--- config.mk ---
export PLATFORM = sky130hd
export DESIGN_NAME = config_chain_loader
export DESIGN_NICKNAME = d
export VERILOG_FILES = /design/src/rtl/cfg_loader_pkg.sv /design/src/rtl/cfg_shift_reg.sv /design/src/rtl/config_chain_loader.sv
export SDC_FILE = /design/constraint.sdc
export NUM_CORES = 1
export LEC_CHECK = 0
export ABC_CLOCK_PERIOD_IN_PS = 1800
export BUFFER_PORTS_ARGS = -buffer_cell sky130_fd_sc_hd__clkbuf_2
export CORE_ASPECT_RATIO = 1.2
export CORE_MARGIN = 1
export CORE_UTILIZATION = 40
export CTS_CLUSTER_SIZE = 24
export DETAILED_ROUTE_END_ITERATION = 10
export PLACE_DENSITY_LB_ADDON = 0.1
export SLEW_MARGIN = 20
export SYNTH_ARGS = -nofsm -noshare
export SYNTH_HDL_FRONTEND = slang
export SYNTH_HIERARCHICAL = 1
export SYNTH_SLANG_ARGS = --single-unit
--- constraint.sdc ---
create_clock -name clk -period 1.8 [get_ports clk]
set_input_delay 0.09 -clock clk [delete_from_list [all_inputs] [get_ports clk]]
set_output_delay 0.09 -clock clk [all_outputs]
set_load 0.05 [all_outputs]
--- src/rtl/cfg_loader_pkg.sv ---
// Shared definitions for the configuration chain loader.
//
// Contents:
//   state_t        - loader FSM state encoding (IDLE/LOAD/VERIFY/DONE)
//   MAX_CHAIN_LEN  - largest chain length the loader is intended for
//   cnt_width()    - width of the per-pass bit counter for a given chain length
package cfg_loader_pkg;

  typedef enum logic [1:0] {
    IDLE   = 2'd0,
    LOAD   = 2'd1,
    VERIFY = 2'd2,
    DONE   = 2'd3
  } state_t;

  localparam int MAX_CHAIN_LEN = 1024;

  // Counter must be able to hold CHAIN_LEN itself without wrapping.
  function automatic int cnt_width(input int chain_len);
    return $clog2(chain_len + 1);
  endfunction

endpackage

--- src/rtl/cfg_shift_reg.sv ---
// Shift/capture datapath for the configuration chain loader.
//
// Holds the image being driven into the scan chain and the image read back
// out of it. The drive register rotates, so after CHAIN_LEN shifts it holds
// the original word again and a second identical pass can follow.
//
// Ports:
//   clk          - clock, rising edge
//   reset        - synchronous active-high reset
//   i_load       - load i_word into the drive register
//   i_word       - configuration image (bit k ends in chain stage k)
//   i_shift      - advance one bit this cycle
//   i_capture    - with i_shift, capture i_serial into the readback register
//   i_serial     - serial data arriving from the chain tail
//   o_serial     - serial data for the chain head (MSB of drive register)
//   o_read_word  - captured readback image (first captured bit at MSB)
//   o_mismatch   - returning bit differs from the bit being driven
import cfg_loader_pkg::*;

module cfg_shift_reg #(
  parameter int CHAIN_LEN = 4
) (
  input  logic                 clk,
  input  logic                 reset,
  input  logic                 i_load,
  input  logic [CHAIN_LEN-1:0] i_word,
  input  logic                 i_shift,
  input  logic                 i_capture,
  input  logic                 i_serial,
  output logic                 o_serial,
  output logic [CHAIN_LEN-1:0] o_read_word,
  output logic                 o_mismatch
);

  logic [CHAIN_LEN-1:0] r_data;
  logic [CHAIN_LEN-1:0] r_cap;

  always_ff @(posedge clk) begin
    if (reset) begin
      r_data <= '0;
      r_cap  <= '0;
    end else begin
      if (i_load) begin
        r_data <= i_word;
      end else if (i_shift) begin
        // Rotate left; for CHAIN_LEN=1 this degenerates to a hold.
        r_data <= (r_data << 1) | (r_data >> (CHAIN_LEN - 1));
      end
      if (i_shift && i_capture) begin
        r_cap    <= r_cap << 1;
        r_cap[0] <= i_serial;
      end
    end
  end

  assign o_serial    = r_data[CHAIN_LEN-1];
  assign o_read_word = r_cap;

  // In a verify pass the chain already holds the image, so the bit leaving
  // the tail must equal the bit entering the head on the same cycle.
  assign o_mismatch  = (i_serial != r_data[CHAIN_LEN-1]);

endmodule

--- src/rtl/config_chain_loader.sv ---
// Serial loader for a configuration scan chain (e.g. a carry-in manager).
//
// Shifts a CHAIN_LEN-bit image into the chain MSB first, capturing the old
// chain contents as they fall out of the tail. Optionally re-shifts the same
// image a second time and flags any bit that does not come back as written.
//
// Ports:
//   clk                  - clock, rising edge
//   reset                - synchronous active-high reset
//   start                - load request, sampled only in IDLE
//   verify_en            - sampled with start; request a readback pass
//   cfg_word             - image; bit k is left in chain stage k
//   busy                 - state is not IDLE
//   done                 - one-cycle completion pulse
//   verify_err           - sticky mismatch flag from the last verify pass
//   read_word            - previous chain contents captured during LOAD
//   configuration_input  - serial data to chain head
//   configuration_enable - chain shift enable
//   configuration_output - serial data from chain tail
//   dbg_state            - current FSM state encoding
//
// Handshake: a request is accepted on the edge where start=1 and busy=0 (and
// the FSM is not in DONE). busy rises the cycle after acceptance and stays
// high through the DONE cycle; done pulses for exactly that final cycle.
// start is ignored at all other times; no request is queued.
import cfg_loader_pkg::*;

module config_chain_loader #(
  parameter int CHAIN_LEN = 4
) (
  input  logic                 clk,
  input  logic                 reset,
  input  logic                 start,
  input  logic                 verify_en,
  input  logic [CHAIN_LEN-1:0] cfg_word,
  output logic                 busy,
  output logic                 done,
  output logic                 verify_err,
  output logic [CHAIN_LEN-1:0] read_word,
  output logic                 configuration_input,
  output logic                 configuration_enable,
  input  logic                 configuration_output,
  output logic [1:0]           dbg_state
);

  localparam int CW = cnt_width(CHAIN_LEN);
  localparam logic [CW-1:0] TERM = CW'(CHAIN_LEN - 1);

  state_t          r_state;
  state_t          w_next;
  logic [CW-1:0]   r_cnt;
  logic            r_verify_en;
  logic            r_verify_err;

  logic            w_load;
  logic            w_shift;
  logic            w_capture;
  logic            w_last;
  logic            w_serial_out;
  logic            w_mismatch;

  assign w_last = (r_cnt == TERM);

  // Next-state and datapath controls. Everything here depends only on
  // registered state and start, never on configuration_output.
  always_comb begin
    w_next    = r_state;
    w_load    = 1'b0;
    w_shift   = 1'b0;
    w_capture = 1'b0;
    case (r_state)
      IDLE: begin
        if (start) begin
          w_load = 1'b1;
          w_next = LOAD;
        end
      end
      LOAD: begin
        w_shift   = 1'b1;
        w_capture = 1'b1;
        if (w_last) begin
          w_next = r_verify_en ? VERIFY : DONE;
        end
      end
      VERIFY: begin
        w_shift = 1'b1;
        if (w_last) begin
          w_next = DONE;
        end
      end
      DONE: begin
        w_next = IDLE;
      end
      default: begin
        w_next = IDLE;
      end
    endcase
  end

  always_ff @(posedge clk) begin
    if (reset) begin
      r_state <= IDLE;
    end else begin
      r_state <= w_next;
    end
  end

  // Bit counter: cleared on acceptance and at the end of each pass, so it
  // never counts past TERM.
  always_ff @(posedge clk) begin
    if (reset) begin
      r_cnt <= '0;
    end else if (w_load || (w_shift && w_last)) begin
      r_cnt <= '0;
    end else if (w_shift) begin
      r_cnt <= r_cnt + 1'b1;
    end
  end

  always_ff @(posedge clk) begin
    if (reset) begin
      r_verify_en  <= 1'b0;
      r_verify_err <= 1'b0;
    end else if (w_load) begin
      r_verify_en  <= verify_en;
      r_verify_err <= 1'b0;
    end else if ((r_state == VERIFY) && w_mismatch) begin
      r_verify_err <= 1'b1;
    end
  end

  cfg_shift_reg #(
    .CHAIN_LEN (CHAIN_LEN)
  ) u_shift (
    .clk         (clk),
    .reset       (reset),
    .i_load      (w_load),
    .i_word      (cfg_word),
    .i_shift     (w_shift),
    .i_capture   (w_capture),
    .i_serial    (configuration_output),
    .o_serial    (w_serial_out),
    .o_read_word (read_word),
    .o_mismatch  (w_mismatch)
  );

  assign busy                 = (r_state != IDLE);
  assign done                 = (r_state == DONE);
  assign verify_err           = r_verify_err;
  assign configuration_enable = w_shift;
  assign configuration_input  = w_shift ? w_serial_out : 1'b0;
  assign dbg_state            = r_state;

endmodule

-- Word level (Yosys, flattened, before mapping)
Index checks and enable logic that the tools add are counted.
- $add $sub $neg: 1
- equal/unequal tests: 8
- mux-type cells: 12
- bitwise operators: 1
- reductions and logical operators: 11
- operators by type and width (kind ; number):
    $mux 4 ; 2
    $pmux 2 s4 ; 1
    $mux 1 ; 6
    $mux 2 ; 3
    $ne 2x2->1 const B ; 3
    $reduce_or 2->1 ; 3
    $eq 2x2->1 const B ; 2
    $or 4x1->4 ; 1
    $reduce_bool 2->1 ; 2
    $add 3x1->3 const B ; 1
    $eq 3x2->1 const B ; 1
    $logic_and 1x1->1 ; 3
    $reduce_and 3->1 ; 1
    $eq 2x1->1 const B ; 1
    $logic_not 2->1 ; 1
    $logic_or 1x1->1 ; 1
    $ne 1x1->1 ; 1
- register bits after elaboration: 15
- bits of input ports: 9
- output and inout bits: 11
- logic and storage cells: 39

-- Logic depth before layout (Yosys ltp)
Gate-level depths: netlist (run 1).
- depth in word-level cells: 6
- depth in mapped cells: 6
- mapped depth without buffers: 5

-- Cells and area by module
Netlist (run 1), hierarchy kept.
- by module, submodules not included (module ; instances ; cells each ; area each (sq um) ; sequential area each (sq um)):
    config_chain_loader ; 1 ; 43 ; 416.6 ; 140.1
    cfg_shift_reg ; 1 ; 37 ; 366.6 ; 160.2

-- Worst setup path after synthesis (run 1)
Ideal clock, no wire load.
- path kind: register -> output
- start point: register r_state[0], in the netlist dbg_state[0]
- end point: output port configuration_input
- arrival time: 2322 ps
- setup slack: -612 ps
- cell stages (with the launch flop): 5
- path buffers: 1
- cells stage by stage: dfxtp_1 > inv_1 > ha_1 > clkbuf_1 > and2_1
- cells in the longest elaborated chain, start to end: 4
- ends and longest elaborated chain (item ; line ; source):
    from (decl) ; config_chain_loader.sv:49 ; state_t r_state;
    from (signal assigned) ; config_chain_loader.sv:104 ; r_state <= w_next;
    $eq 2x2->1 or $eq 2x1->1 (tied branches) ; config_chain_loader.sv:71 ; case (r_state)
    $reduce_or 2->1 (no line) (*) ; -- ;
    $mux 1 (*) ; config_chain_loader.sv:71 ;
    net configuration_enable ; config_chain_loader.sv:41 ; output logic configuration_enable,
    $mux 1 (*) ; config_chain_loader.sv:151 ; assign configuration_input = w_shift ? w_serial_out : 1'b0;
    to (decl) ; config_chain_loader.sv:40 ; output logic configuration_input,
The timed path passes the listed nets; every way through them passes the cells marked *.

-- Worst setup path after layout (run 1)
- start point: register r_state[1], in the netlist dbg_state[1]
- end point: output port configuration_input
- cells in the longest elaborated chain, start to end: 4
- ends and longest elaborated chain (item ; line):
    $eq 2x2->1 or $eq 2x1->1 (tied branches) ; config_chain_loader.sv:71
    $reduce_or 2->1 (no line) (*) ; --
    $mux 1 (*) ; config_chain_loader.sv:71
    $mux 1 (*) ; config_chain_loader.sv:151
Mark *: on every way between the ends. The rest lies on a longest branch, timed or not.

==> summary.md, run 1 <==
| Metric | Value |
|---|---|
| First-pass GRT wire length | `between 2 and 2.5 mm` |
| RSZ-0062 raised after global routing | `false` |
| Worst Skew | `0.001864 ns` |
| Port buffer count | `19` |
| Fin Setup TNS | `0 ns` |
| Area occupied by multi-input gates | `about 440 um^2` |
| Peak supply drop | `770.7 uV` |
| Actual slew at the worst max-slew pin | `0.2782 ns` |
| FILL cells | `between 150 and 200` |
| Worst R2R Path Depth | `5` |
| Synthesized flop and latch total | `15` |
| Place WS | `0.3606 ns` |
| Setup ws final | `0.1387 ns` |
| DIE HEIGHT | `50.48 um` |
| Number of global-route vias before repair | `~560` |
| Syn nets | `96` |
| Crit path max fanout | `11` |
| Post-DR vias/cell | `~5.2` |
| Layout area overhead | `18.53%` |
| Post-synthesis cell count | `80` |
| Core ar. | `0.001829 mm^2` |
| Pint | `~0.9 mW` |
| # setup viols final | `0` |
| Main combinational cell family by area after synthesis | `compound AO/OA/AOI/OAI gates` |
| Synth Area in XOR/XNOR | `around 2.2%` |
| Synth area leader | `dfxtp_1` |
| Distinct cells, synth | `23` |
| Pins Over Slew Limit | `0` |
| Lkg Pwr | `about 0.42 nW` |
| Largest net degree at the start of global routing | `21` |
| Initial DRT Pass Iterations | `4` |
| Mapped Avg Cell Area | `~9.8 um^2` |
| Hold-fix buffers, CTS | `0` |
| Adder-Cell Fraction of Synth Area | `11.18%` |
| Post-route antenna net violation count | `0` |
| Diodes inserted | `0` |
| Yosys warns | `6` |
| Seq/Total Area, Yosys | `between 30% and 40%` |
| Max_slew headroom | `about four fifths` |
| Startpoint class of the critical path | `flip-flop` |
| Overflow after GRT | `0` |
| P_sw | `about 0.85 mW` |
| PD cells | `~1900 mW/mm^2` |
| Hold Crit Class | `input port to flip-flop` |
| WHS Path Cells | `3` |
| DP Wirelength | `~1 mm` |
| Worst Hold Launch | `verify_en` |
| Power share of the clock group | `10.8%` |
| DRC violations left | `0` |
| Number of hold violations in the final report | `0` |
| Simple-Gate Fraction of Synth Area | `between 10% and 20%` |
| Synth Area in Compound Gates | `19.01%` |
| Crit path time final | `1.661 ns` |
| Final WL | `between 1 and 1.5 mm` |
| # clock sinks | `15` |
| FP Rows | `17` |
| Placed Area | `between 800 and 900 um^2` |
| Worst Path Required | `~1.7 ns` |
| Synth Flop Type | `dfxtp_1` |
| Top cells by count, synth | `15 x dfxtp_1, 7 x ha_1, 7 x mux2i_1` |
| Clock root buffer | `clkbuf_4` |
| Mapped cell area | `roughly 800 um^2` |
| Post-cts resize count | `0` |
| Crit. End Element | `output port` |
| Max-cap check violation count | `0` |
| Worst hold endpoint | `r_verify_en` |
| Critical path type | `flip-flop to output port` |
| Combinational share of power | `between 60% and 70%` |
| Status | `finished clean` |
| Async S/R FF share, synth | `0%` |
| Sequential share of power | `28.1%` |
| Initial DRC count | `11` |
| Nets | `about 120` |
| Clock latency on the worst-skew pair | `roughly 0.28 ns` |
| EDFF count, synth | `0` |
| CTS clock-pin slew for the worst setup and hold paths | `~0.09 ns` |
| Final Cycle Share | `92.29%` |
| Horiz. Die Dim | `about 42 um` |
| Crit Reg-Reg Endpoint | `r_cnt[2]` |
| CTS tree | `built` |
| Postcts setup bufs | `0` |
| Die ar. | `0.002140 mm^2` |
| Number of CTS-inserted buffers | `3` |
| Post-synthesis mux area share | `approximately 8.9%` |
| Via count | `roughly 600` |
| H-tree depth | `1` |
| Reg area | `a little over 300 um^2` |
| Post-Layout Inst Area | `roughly 930 um^2` |
| Share of layout cells above drive strength 1 | `roughly a third` |
| # IOs | `20` |
| FMAX | `around 600 MHz` |
| Synth top area share | `around two fifths` |
| Hold WS | `just under 0.05 ns` |
| Crit path DAT | `roughly 1.6 ns` |
| Initial antenna violation count | `0` |
| Reg-to-reg slack, setup | `about 0.38 ns` |
| Switch share | `~49%` |
| GR Util All Layers | `approximately 15%` |
| CTS Buffer Depth | `2` |
| Initial Utilization | `42.82%` |
| Count leader, synth | `dfxtp_1` |
| Reg2Reg Launch Point | `dbg_state[1]` |
| Top cells by area, synth | `dfxtp_1 38%, ha_1 11%, mux2i_1 8.9%` |
| Wire per inst | `11.87 um` |
| GPL Wtd Cong | `between 0.7 and 0.8` |
==> state kept, by name (all words and copies together), names as in the netlist <==
name,flops
r_cnt,3
dbg_state,2
verify_err,1
u_shift/o_read_word,4
u_shift/r_data,4
r_verify_en,1
==> worst max-delay path, stage by stage (launching register included) <==
cell      delay (ns)
dfxtp_2         0.39
inv_1           0.11
ha_4            0.37
and2_4          0.16
clkbuf_2        0.26
==> layer usage <==
metal | up-vias | GRT usage, % | part of all wire (%) | wire (um)
met4 | 0 | 9.375 | 1.8 | 26
met3 | 4 | 2.518 | 4.7 | 66
met1 | 276 | 19.42 | 50 | 710
met5 | - | 0 | 0 | 0
met2 | 16 | 22.31 | 43 | 608
li1 | 317 | - | - | -
==> per-stage QoR <==
step	utilization (%)	std cells	total power, mW
after CTS	50.34	118	1.733
after global routing	50.75	119	1.877
final	50.75	119	1.749
after detailed placement	48.84	114	1.532
after floorplan	-	80	1.404
after global placement	48.84	114	1.523
==> layout make-up <==
class,instances,share of cell area [%]
flip-flops and latches,15,32.61
repair buffers,21,11.86
well taps,19,2.561
clock buffers,3,2.426
multi-input cells,54,47.57
clock inverters,1,0.5391
inverters,6,2.426
==> cells in the final DEF, fill, tap and decap left out, types with 3 or more instances in the layout <==
cell,instances
a211oi_1,5
a21bo_2,4
a21oi_1,5
clkbuf_2,19
clkbuf_4,3
dfxtp_1,13
ha_1,6
inv_1,6
mux2i_1,7
nand2b_1,3
nand3_1,4
nor2_1,5
nor2b_1,4
==> how the worst max path moves through the flow <==
stage,slack [ns],to,from,depth (start not counted)
after floorplan,0.02,r_cnt[2],dbg_state[0],5
after global placement,0.38,configuration_input,dbg_state[1],4
after detailed placement,0.36,configuration_input,dbg_state[1],4
after CTS,0.03,configuration_input,dbg_state[1],4
after global routing,0.06,configuration_input,dbg_state[0],4
final,0.14,configuration_input,dbg_state[1],4
==> logic make-up after synthesis <==
logic type,Yosys count
AO/OA/AOI/OAI,19
AND/OR/NAND/NOR,19
flip-flops,15
buffers and inverters,11
multiplexers,7
adder cells (fa/ha/maj),7
XOR/XNOR,2
==> power groups by stage <==
stage	clock network (mW)	logic (mW)	registers, mW
after global routing	0.207	1.16	0.505
after global placement	0	1.03	0.496
after CTS	0.198	1.04	0.493
after floorplan	0	0.826	0.579
final	0.189	1.07	0.492
after detailed placement	0	1.03	0.501
No activity file was read; power rests on OpenSTA's default activity.
==> run 2: changes to the inputs <==
Settings changed: ABC_CLOCK_PERIOD_IN_PS 1800 to 1360, CELL_PAD_IN_SITES_DETAIL_PLACEMENT from default to 0, CELL_PAD_IN_SITES_GLOBAL_PLACEMENT from default to 1, CORE_UTILIZATION 40 to 34, SLEW_MARGIN 20 to default.
Clock period 1.8 ns to 1.36 ns, I/O delays scaled along.
==> summary.md, run 2 (synthesis results as in run 1) <==
| Metric | Value |
|---|---|
| Startpoint class of the critical path | `flip-flop` |
| Pint | `around 1.4 mW` |
| DP Wirelength | `1.153 mm` |
| # clock sinks | `15` |
| DIE HEIGHT | `54.58 um` |
| Post-DR vias/cell | `around 4.7` |
| GR Util All Layers | `about 14%` |
| P_sw | `1.213 mW` |
| RSZ-0062 raised after global routing | `true` |
| Most frequent cells in the layout | `17 x clkbuf_2, 13 x dfxtp_1, 7 x mux2i_1` |
| Placed Cells incl. Taps | `between 100 and 150` |
| H-tree depth | `1` |
| Final Cycle Share | `about 98%` |
| CTS tree | `built` |
| Nets | `~120` |
| Clock root buffer | `clkbuf_4` |
| FP Rows | `18` |
| Initial DRC count | `6` |
| Clock latency on the worst-skew pair | `0.28 ns` |
| Horiz. Die Dim | `~46 um` |
| Worst Skew | `~0.0028 ns` |
| DRC violations left | `0` |
| Number of hold violations in the final report | `0` |
| Pins Over Slew Limit | `0` |
| Share of layout cells above drive strength 1 | `45.71%` |
| Max_slew headroom | `78.62%` |
| Commonest non-fill, non-tap cell in the layout | `clkbuf_2` |
| Post-route antenna net violation count | `0` |
| GPL Wtd Cong | `about 0.75` |
| Critical path type | `flip-flop to output port` |
| Initial Utilization | `between 30% and 40%` |
| Crit. End Element | `output port` |
| Die ar. | `roughly 0.0025 mm^2` |
| Initial antenna violation count | `0` |
| Crit path DAT | `between 1 and 1.5 ns` |
| Actual slew at the worst max-slew pin | `around 0.32 ns` |
| Crit path time final | `1.338 ns` |
| Power share of the clock group | `9.6%` |
| First-pass GRT wire length | `between 2 and 2.5 mm` |
| Worst R2R Path Depth | `5` |
| Status | `finished clean` |
| FMAX | `~750 MHz` |
| # setup viols final | `0` |
| Crit path max fanout | `5` |
| Number of CTS-inserted buffers | `3` |
| Peak supply drop | `roughly 1700 uV` |
| Hold-fix buffers, CTS | `0` |
| Number of global-route vias before repair | `573` |
| WHS Path Cells | `3` |
| Core ar. | `0.002117 mm^2` |
| Largest net degree at the start of global routing | `15` |
| Switch share | `roughly 47%` |
| Max-cap check violation count | `0` |
| Via count | `639` |
| Final WL | `~1.6 mm` |
| Combinational share of power | `roughly 65%` |
| Layout area overhead | `32.75%` |
| Lkg Pwr | `about 0.45 nW` |
| Sequential share of power | `~25%` |
| Port buffer count | `19` |
| CTS Buffer Depth | `2` |
| Initial DRT Pass Iterations | `4` |
| Layout Cells excl Fill | `around 140` |
| FILL cells | `230` |
| Diodes inserted | `0` |
| # IOs | `20` |
| Overflow after GRT | `0` |
| PD cells | `2504 mW/mm^2` |
| Worst Path Required | `1.29 ns` |
| CTS clock-pin slew for the worst setup and hold paths | `around 0.090 ns` |
| Tot Pwr | `around 2.6 mW` |
| Wire per inst | `11.67 um` |
| Hold Crit Class | `input port to flip-flop` |
[run 2: worst paths after layout]
check / startpoint / to / slack (ns)
worst min-delay path: verify_en / r_verify_en / 0.02
worst max-delay path: dbg_state[0] / configuration_input / 0.02
worst max register to register: dbg_state[0] / dbg_state[0] / 0.03
worst min register to register: u_shift/o_read_word[2] / u_shift/o_read_word[3] / 0.50
[run 2: metrics by stage]
step | TNS (ns) | setup slack [ns] | hold WS (ns) | cell area, um^2 | util (%)
floorplan | -0.5655 | -0.1736 | 0.1369 | 820.8 | -
global placement | 0 | 0.03570 | 0.3070 | 924.6 | 43.68
detailed placement | 0 | 0.03875 | 0.3138 | 924.6 | 43.68
CTS | 0 | 0.004196 | 0.01872 | 1001 | 47.28
global route | -0.06759 | -0.03438 | 0.05910 | 1040 | 49.11
finish | 0 | 0.02224 | 0.02490 | 1040 | 49.11
[run 2: final cells by class]
type	count	area [um^2]	share of cell area [%]
Clock buffer	4	26.28	2.527
Inverter	6	30.03	2.888
Multi-Input combinational cell	54	473.0	45.49
Sequential cell	15	307.8	29.60
Tap cell	30	37.54	3.610
Timing Repair Buffer	26	165.2	15.88
[run 2: worst max-delay path: stages (launching register included)]
cell	delay [ns]
dfxtp_4	0.38
inv_6	0.05
ha_4	0.28
and2_4	0.15
buf_8	0.14
[run 2: routing by layer]
metal	GRT usage, %	vias up	share of wire, %
met2	22.86	16	47
met1	17.40	291	47
met4	8.824	0	2.0
met5	0	-	0
li1	-	328	-
met3	1.980	4	3.2
[run 2: power groups by stage]
| stage | logic, mW | registers, mW | clock network (mW) |
|---|---|---|---|
| global route | 1.86 | 0.676 | 0.275 |
| finish | 1.69 | 0.659 | 0.251 |
| CTS | 1.58 | 0.655 | 0.265 |
| detailed placement | 1.42 | 0.691 | 0 |
| global placement | 1.41 | 0.684 | 0 |
| floorplan | 1.15 | 0.791 | 0 |
[run 2: repair_timing]
action / in CTS / in global routing
gates resized for setup: 5 / 11
setup buffers: 4 / 2
pin swaps: 2 / 3
setup endpoints to repair: 2 / 8
